**src/rtl/uart_pkg.sv**
```systemverilog
// Shared UART definitions: FSM state encodings for the receive and transmit
// paths, the default bit period, and a small helper for terminal counts.
package uart_pkg;

   // 27 MHz system clock / 115200 baud
   localparam int DEFAULT_DELAY_FRAMES = 234;

   typedef enum logic [2:0] {
      IDLE      = 3'd0,
      START_BIT = 3'd1,
      READ      = 3'd2,
      STOP_BIT  = 3'd3,
      WAIT_HIGH = 3'd4
   } rxState_t;

   // The transmitter reuses the same encoding values so that debug probes
   // read the same on both sides of the link.
   typedef enum logic [2:0] {
      TX_IDLE      = 3'd0,
      TX_START_BIT = 3'd1,
      TX_WRITE     = 3'd2,
      TX_STOP_BIT  = 3'd3,
      TX_DEBOUNCE  = 3'd4
   } txState_t;

   // Last counter value of a period of the given length.
   function automatic logic [15:0] lastCount(input int cycles);
      return 16'(cycles - 1);
   endfunction

endpackage

```
**src/rtl/uart_receiver_if.sv**
```systemverilog
// Byte-level handshake between the UART receiver (master) and its consumer
// (slave), plus the one-cycle error pulses.
interface uart_receiver_if;
   logic [7:0] rx_data;
   logic       rx_valid;
   logic       rx_ready;
   logic       frame_err;
   logic       overrun;

   modport master (
      output rx_data,
      output rx_valid,
      output frame_err,
      output overrun,
      input  rx_ready
   );

   modport slave (
      input  rx_data,
      input  rx_valid,
      input  frame_err,
      input  overrun,
      output rx_ready
   );
endinterface

```
**src/rtl/uart_bit_sync.sv**
```systemverilog
// Two-flop synchronizer for the asynchronous serial line; both flops reset to
// the idle-high level so reset never looks like a start bit.
module uart_bit_sync (
   input  logic clk,
   input  logic rst,
   input  logic asyncIn,
   output logic syncOut
);

   logic meta;

   always_ff @(posedge clk) begin
      if (rst) begin
         meta    <= 1'b1;
         syncOut <= 1'b1;
      end else begin
         meta    <= asyncIn;
         syncOut <= meta;
      end
   end

endmodule

```
**src/rtl/uart_receiver.sv**
```systemverilog
// 8N1 UART receiver: mid-bit sampling FSM, shift register and a one-deep
// holding register with valid/ready handshake, frame error and overrun pulses.
module uart_receiver
   import uart_pkg::*;
#(
   parameter int DELAY_FRAMES = DEFAULT_DELAY_FRAMES
) (
   input  logic            clk,
   input  logic            rst,
   input  logic            uart_rx,
   output logic            busy,
   uart_receiver_if.master rxBus
);

   // Valid range is 4..65535 so both terminal counts fit the 16-bit counter.
   localparam int          HALF_DELAY_WAIT = DELAY_FRAMES / 2;
   localparam logic [15:0] BIT_LAST        = lastCount(DELAY_FRAMES);
   localparam logic [15:0] HALF_LAST       = lastCount(HALF_DELAY_WAIT);

   logic        line;
   rxState_t    state;
   rxState_t    nextState;
   logic [15:0] counter;
   logic [2:0]  bitIndex;
   logic [7:0]  shiftReg;
   logic        bitDone;
   logic        halfDone;
   logic        commit;
   logic        frameErrNow;
   logic [7:0]  rxDataReg;
   logic        rxValidReg;
   logic        frameErrReg;
   logic        overrunReg;

   uart_bit_sync syncInst (
      .clk     (clk),
      .rst     (rst),
      .asyncIn (uart_rx),
      .syncOut (line)
   );

   always_ff @(posedge clk) begin
      if (rst) begin
         state <= IDLE;
      end else begin
         state <= nextState;
      end
   end

   // Next state plus the single-cycle commit and frame-error strobes. The
   // start bit is re-checked at its midpoint so short glitches are rejected.
   always_comb begin
      nextState   = state;
      bitDone     = (counter == BIT_LAST);
      halfDone    = (counter == HALF_LAST);
      commit      = 1'b0;
      frameErrNow = 1'b0;
      case (state)
         IDLE: begin
            if (!line) begin
               nextState = START_BIT;
            end
         end
         START_BIT: begin
            if (halfDone) begin
               nextState = line ? IDLE : READ;
            end
         end
         READ: begin
            if (bitDone && (bitIndex == 3'd7)) begin
               nextState = STOP_BIT;
            end
         end
         STOP_BIT: begin
            if (bitDone) begin
               if (line) begin
                  commit    = 1'b1;
                  nextState = IDLE;
               end else begin
                  frameErrNow = 1'b1;
                  nextState   = WAIT_HIGH;
               end
            end
         end
         WAIT_HIGH: begin
            if (line) begin
               nextState = IDLE;
            end
         end
         default: nextState = IDLE;
      endcase
   end

   // Bit timing and LSB-first shifting; the counter restarts on every
   // terminal count so it never wraps.
   always_ff @(posedge clk) begin
      if (rst) begin
         counter  <= 16'd0;
         bitIndex <= 3'd0;
         shiftReg <= 8'h00;
      end else begin
         case (state)
            START_BIT: begin
               if (halfDone) begin
                  counter  <= 16'd0;
                  bitIndex <= 3'd0;
               end else begin
                  counter <= counter + 16'd1;
               end
            end
            READ: begin
               if (bitDone) begin
                  counter  <= 16'd0;
                  shiftReg <= {line, shiftReg[7:1]};
                  if (bitIndex != 3'd7) begin
                     bitIndex <= bitIndex + 3'd1;
                  end
               end else begin
                  counter <= counter + 16'd1;
               end
            end
            STOP_BIT: begin
               if (bitDone) begin
                  counter <= 16'd0;
               end else begin
                  counter <= counter + 16'd1;
               end
            end
            default: counter <= 16'd0;
         endcase
      end
   end

   // Holding register: a commit always wins over a same-cycle handshake, and
   // overwriting an unconsumed byte that is not being taken flags an overrun.
   always_ff @(posedge clk) begin
      if (rst) begin
         rxDataReg   <= 8'h00;
         rxValidReg  <= 1'b0;
         frameErrReg <= 1'b0;
         overrunReg  <= 1'b0;
      end else begin
         frameErrReg <= frameErrNow;
         overrunReg  <= commit && rxValidReg && !rxBus.rx_ready;
         if (commit) begin
            rxDataReg  <= shiftReg;
            rxValidReg <= 1'b1;
         end else if (rxValidReg && rxBus.rx_ready) begin
            rxValidReg <= 1'b0;
         end
      end
   end

   assign rxBus.rx_data   = rxDataReg;
   assign rxBus.rx_valid  = rxValidReg;
   assign rxBus.frame_err = frameErrReg;
   assign rxBus.overrun   = overrunReg;
   assign busy            = (state != IDLE);

endmodule
```
**src/flat_wrapper.sv**
```systemverilog
// flat-port wrapper written by rule: the top's interface ports become plain ports
module uart_receiver_flat import uart_pkg::*;
#(
   parameter int DELAY_FRAMES = DEFAULT_DELAY_FRAMES
)
  (clk, rst, uart_rx, busy, rxBus_rx_data, rxBus_rx_valid, rxBus_frame_err, rxBus_overrun, rxBus_rx_ready);
  uart_receiver_if rxBus_i ();
  input  logic clk;
  input  logic rst;
  input  logic uart_rx;
  output logic busy;
  output wire logic [$bits(rxBus_i.rx_data)-1:0] rxBus_rx_data;
  output wire logic [$bits(rxBus_i.rx_valid)-1:0] rxBus_rx_valid;
  output wire logic [$bits(rxBus_i.frame_err)-1:0] rxBus_frame_err;
  output wire logic [$bits(rxBus_i.overrun)-1:0] rxBus_overrun;
  input wire logic [$bits(rxBus_i.rx_ready)-1:0] rxBus_rx_ready;
  assign rxBus_rx_data = rxBus_i.rx_data;
  assign rxBus_rx_valid = rxBus_i.rx_valid;
  assign rxBus_frame_err = rxBus_i.frame_err;
  assign rxBus_overrun = rxBus_i.overrun;
  assign rxBus_i.rx_ready = rxBus_rx_ready;
  uart_receiver #(.DELAY_FRAMES(DELAY_FRAMES)) u_core (.clk(clk), .rst(rst), .uart_rx(uart_rx), .busy(busy), .rxBus(rxBus_i));
endmodule
```
**config.mk**
```make
export PLATFORM = sky130hd
export DESIGN_NAME = uart_receiver_flat
export DESIGN_NICKNAME = d
export VERILOG_FILES = /design/src/rtl/uart_pkg.sv /design/src/rtl/uart_receiver_if.sv /design/src/rtl/uart_bit_sync.sv /design/src/rtl/uart_receiver.sv /design/src/flat_wrapper.sv
export SDC_FILE = /design/constraint.sdc
export NUM_CORES = 1
export LEC_CHECK = 0
export CORE_AREA = 5 5 68 82
export DETAILED_ROUTE_END_ITERATION = 10
export DIE_AREA = 0 0 73 87
export SLEW_MARGIN = 15
export SYNTH_ARGS = -nofsm -noshare
export SYNTH_HDL_FRONTEND = slang
export SYNTH_SLANG_ARGS = --single-unit
```
**constraint.sdc**
```tcl
create_clock -name clk -period 6.3 [get_ports clk]
set_input_delay 1.26 -clock clk [delete_from_list [all_inputs] [get_ports clk]]
set_output_delay 1.26 -clock clk [all_outputs]
set_load 0.05 [all_outputs]
```
# After elaboration in Yosys (flattened, before gate mapping)
# Index checks and enable logic that the tools add are counted.
[classes]
reduce_logical = 14
n_bitwise = 2
addsub = 2
muxes = 21
eq_ne = 15
[ops]
columns = ["op", "count"]
rows = [
  ["$mux 16", 2],
  ["$pmux 16 s2", 1],
  ["$mux 3", 9],
  ["$add 16x1->16 const B", 1],
  ["$eq 16x7->1 const B", 1],
  ["$eq 16x8->1 const B", 1],
  ["$pmux 3 s5", 1],
  ["$ne 2x1->1 const B", 5],
  ["$eq 3x2->1 const B", 2],
  ["$eq 3x3->1 const B", 2],
  ["$mux 1", 6],
  ["$pmux 3 s2", 1],
  ["$reduce_and 5->1", 1],
  ["$logic_and 1x1->1", 4],
  ["$ne 2x2->1 const B", 2],
  ["$reduce_and 4->1", 1],
  ["$reduce_bool 2->1", 2],
  ["$add 3x1->3 const B", 1],
  ["$eq 3x1->1 const B", 1],
  ["$logic_not 3->1", 1],
  ["$ne 3x3->1 const B", 1],
  ["$reduce_bool 3->1", 1],
  ["$reduce_or 3->1", 1],
  ["$mux 2", 1],
  ["other kinds (4)", 5],
]
[word_totals]
elab_cells = 64
out_inout_bits = 12
ff_bits = 43
in_bits = 4

# Logic depth before layout (Yosys ltp)
[logic_depth]
word_depth = 5
ltp_mapped = 8
ltp_nobuf = 6

# By module
# From an unflattened synthesis, not the netlist that was laid out.
[unflattened]
cells_unflattened = 198
area_unflattened_um2 = 1836.8
[modules_own_cells]
columns = ["module", "instances", "seq_area_each_um2", "cells_per_inst", "area_per_inst_um2"]
rows = [
  ["uart_receiver", 1, 820.8, 194, 1784.2],
  ["uart_bit_sync", 1, 40.0, 4, 52.6],
]

# Least setup slack after synthesis
# OpenSTA, ideal clock, no wires.
[synth_path]
path_kind = "register to output"
startpoint = "reg u_core.state[2]"
endpoint = "out busy"
required_time_ns = 5.040
setup_slack_ns = 3.973
t_arrival_ns = 1.067
stages_incl_launch_ff = 3
n_path_buf = 0
cell_sequence = "dfxtp_1 > nor2_1 > nand2_1"
[synth_between]
elab_chain_len = 1
[synth_lines]
columns = ["item", "line", "text"]
rows = [
  ["from (decl)", "uart_receiver.sv:21", "rxState_t state;"],
  ["from (signal assigned)", "uart_receiver.sv:46", "state <= nextState;"],
  ["$reduce_bool 3->1", "uart_receiver.sv:158", "assign busy = (state != IDLE);"],
  ["to (decl)", "flat_wrapper.sv:11", "output logic busy;"],
]
# No other way between the ends.

# Worst setup path after layout
[layout_path]
startpoint = "reg u_core.state[0]"
endpoint = "out busy"
# Same word-level chain as after synthesis.

==> metrics.md <==
| Metric | Value |
|---|---|
| Primary FF master, synth | `dfxtp_1` |
| Drc violations | `0` |
| Max Freq | `0.297 GHz` |
| Avg Inst Size Synth | `8.97 um^2` |
| Synth cell types | `41` |
| Post-synth EDFFs | `0` |
| Layout Nets | `245` |
| Highest routed layer | `met4` |
| Setup WS post-layout | `2930 ps` |
| Setup TNS | `0 ps` |
| Initial cell density of the core | `43.1%` |
| Largest net degree at the start of global routing | `31` |
| Synth-to-Final Area Change | `10.8%` |
| Routed met3 length | `161 um` |
| Power density over the cells | `223 nW/um^2` |
| Reg2reg start | `u_core.counter[11]` |
| Post-CTS Hold Fix Bufs | `0` |
| Post-Synthesis Cell Area | `2050 um^2` |
| Status | `completed` |
| Finished Cell Area | `2270 um^2` |
| Crit share post-route | `53.5%` |
| Multi-input gate area | `1060 um^2` |
| Clock skew | `9.77 ps` |
| Cells after synthesis | `229` |
| Final Hold Viols | `0` |
| Max clock buf depth | `2` |
| Hold crit path type | `reg -> reg` |
| Wire length on met2 | `2.03 mm` |
| Total core area | `4760 um^2` |
| Critical Path End Type | `output pin` |
| Ys async rst share | `0%` |
| Hold depth | `1` |
| Routed length per instance | `14.3 um` |
| Storage cell area | `861 um^2` |
| # Post-CTS Setup Buffers | `0` |
| GPL Wtd Cong | `0.774` |
| Post-route ant nets | `0` |
| CTS clk-pin slew, worst paths | `70 ps` |
| Vias in the first global route | `1614` |
| Clock Latency Late Sink | `300 ps` |
| Crit path max fanout | `11` |
| Die Area | `6350 um^2` |
| Slowest cell on crit path | `clkdlybuf4s50_1` |
| Post-DP HPWL | `2.84 mm` |
| WP data arrival | `2110 ps` |
| Crit Path Category | `reg -> out` |
| Register area share after synthesis | `41.9%` |
| Leakage | `0.691 nW` |
| Pre-antenna DRT Iters | `4` |
| Root buf cell | `clkbuf_8` |
| Vias/cell | `5.68` |
| DRT met1 WL | `1.96 mm` |
| Final antenna diode count | `0` |
| # fillers | `502` |
| Die extent in y | `87 um` |
| IO Count | `16` |
| R2R Path End | `u_core.rxBus.rx_data[5]` |
| Hold endpoint | `u_core.syncInst.syncOut` |
| Max Cap Violations | `0` |
| Hold path startpoint | `u_core.syncInst.meta` |
| Peak supply drop | `0.104 mV` |
| DRT Wirelength | `4.22 mm` |
| Post-CTS sizing | `0` |
| Via count | `1681` |
| Global-route usage over all layers | `14.7%` |
| Die width | `73 um` |
| Slew @ Worst Pin | `880 ps` |
| Worst setup SP type | `register` |
| Share of post-route cells with drive strength above 1 | `10.6%` |
| Critical-path cell list | `nor2_1, nand2_1, clkdlybuf4s50_1` |
| H-tree depth | `2` |
| Slew Limit Headroom | `40.9%` |
| R2r setup slk | `3880 ps` |
| Congestion Overflow GR | `0` |
| Post-layout minimum cycle time | `3370 ps` |
| WP buf/inv | `1` |
| 1st-iter DRT viols | `109` |
| Placed cell area | `2190 um^2` |
| Slew Limit Fails | `0` |
| Largest stage delay on the critical path | `730 ps` |
| First-pass GRT wire length | `7.47 mm` |
| CTS tree | `built` |
| R2r worst-path depth | `4` |
| Pre-CTS worst setup slack | `3270 ps` |
| Syn_nets | `238` |
| RSZ-0062 raised after global routing | `no` |
| Yosys reg bits | `43` |
| Total CTS buffers | `5` |
| CP required | `5040 ps` |
| Most common cell after layout, fill and taps aside | `dfxtp_1` |
| Warnings from Yosys | `0` |
| Clk sinks | `43` |
| Setup Viol. Count Final | `0` |
| IO buf count | `15` |
| Critical path's top delay family | `buffers and inverters` |
| Site row count | `28` |
| Initial antenna violation count | `0` |
| Most frequent cells in the layout | `dfxtp_1, a21oi_1, nand3_1, nand4_1, clkdlybuf4s50_1` |
[per-stage QoR]
| stage | hold WS (ps) | power [mW] | util, % | instances |
|---|---|---|---|---|
| 4_1_cts | 428 | 0.514 | 47.7 | 296 |
| 2_1_floorplan | 389 | 0.328 | - | 229 |
| 5_1_grt | 435 | 0.530 | 47.7 | 296 |
| 3_5_place_dp | 403 | 0.337 | 45.9 | 289 |
| 3_3_place_gp | 396 | 0.338 | 45.9 | 289 |
| 6_report | 426 | 0.507 | 47.7 | 296 |
[Yosys cell counts (all sizes together), types with 3 or more instances]
cell type / instances / share of area (%)
and3: 3 / 0.91
buf: 9 / 3.4
xor2: 6 / 2.6
nor2b: 3 / 0.91
nor2: 4 / 0.73
a31oi: 3 / 1.6
clkbuf: 7 / 1.5
nand4: 16 / 4.9
o31ai: 9 / 3.5
ha: 5 / 3.0
or3: 3 / 0.91
dfxtp: 43 / 42
or2: 6 / 1.8
o41ai: 3 / 1.3
nand3: 17 / 4.1
nor4: 6 / 2.6
a211oi: 3 / 1.1
xnor2: 5 / 2.1
nor3: 17 / 5.1
nand2: 10 / 1.8
inv: 8 / 1.5
or4: 5 / 2.0
o21ai: 11 / 2.7
a21oi: 18 / 4.4
[registers in the layout, summed over array words and instances (netlist names)]
name	count
u_core.shiftReg	8
u_core.rxBus.frame_err	1
u_core.rxBus.rx_valid	1
u_core.rxBus.overrun	1
u_core.syncInst.syncOut	1
u_core.syncInst.meta	1
u_core.counter	16
u_core.state	3
u_core.bitIndex	3
u_core.rxBus.rx_data	8
[where the power goes]
group	switching (mW)	total (mW)	internal, mW
Combinational	0.0360	0.0496	0.0136
Clock	0.0906	0.177	0.0860
Sequential	0.00622	0.281	0.274
[area by class of cell]
cell class                 instances  area share (%)
clock buffer                       6            3.63
multi-input combinational        161            46.6
inverter                           9            1.49
sequential                        43            37.8
tap                               60            3.30
clock inverter                     1           0.220
timing repair buffer              16            6.93
[worst max-delay path by stage]
| stage | to | startpoint | slack [ps] | cells past startpoint |
|---|---|---|---|---|
| after floorplan | busy | u_core.state[2] | 3970 | 2 |
| after global placement | busy | u_core.state[0] | 3310 | 3 |
| after global routing | busy | u_core.state[0] | 2760 | 3 |
| final | busy | u_core.state[0] | 2930 | 3 |
| after CTS | busy | u_core.state[0] | 2940 | 3 |
| after detailed placement | busy | u_core.state[0] | 3270 | 3 |
[per-layer routing]
metal | global-route usage, % | up-vias
met3 | 3.46 | 5
met2 | 24.9 | 26
met4 | 5.54 | 0
li1 | - | 857
met1 | 17.9 | 793
met5 | 0 | -
[logic make-up (layout without fill, tap and decap cells)]
logic type / after synthesis / after routing / share of synthesized area (%)
AOI/OAI and AO/OA: 49 / 49 / 15.7
xor gates and xnor gates: 11 / 11 / 4.69
and+or+nand+nor: 96 / 96 / 28.2
adders and majority gates: 5 / 5 / 3.05
DFF: 43 / 43 / 41.9
buffers and inverters: 25 / 32 / 6.46
[worst register-to-register path, delay by kind of cell (launching register included)]
| family | cells | cell delay, ps |
|---|---|---|
| compound gates | 2 | 420 |
| flops | 1 | 340 |
| simple gates | 2 | 1550 |
Note: power is estimated with default switching activity, not from simulation.
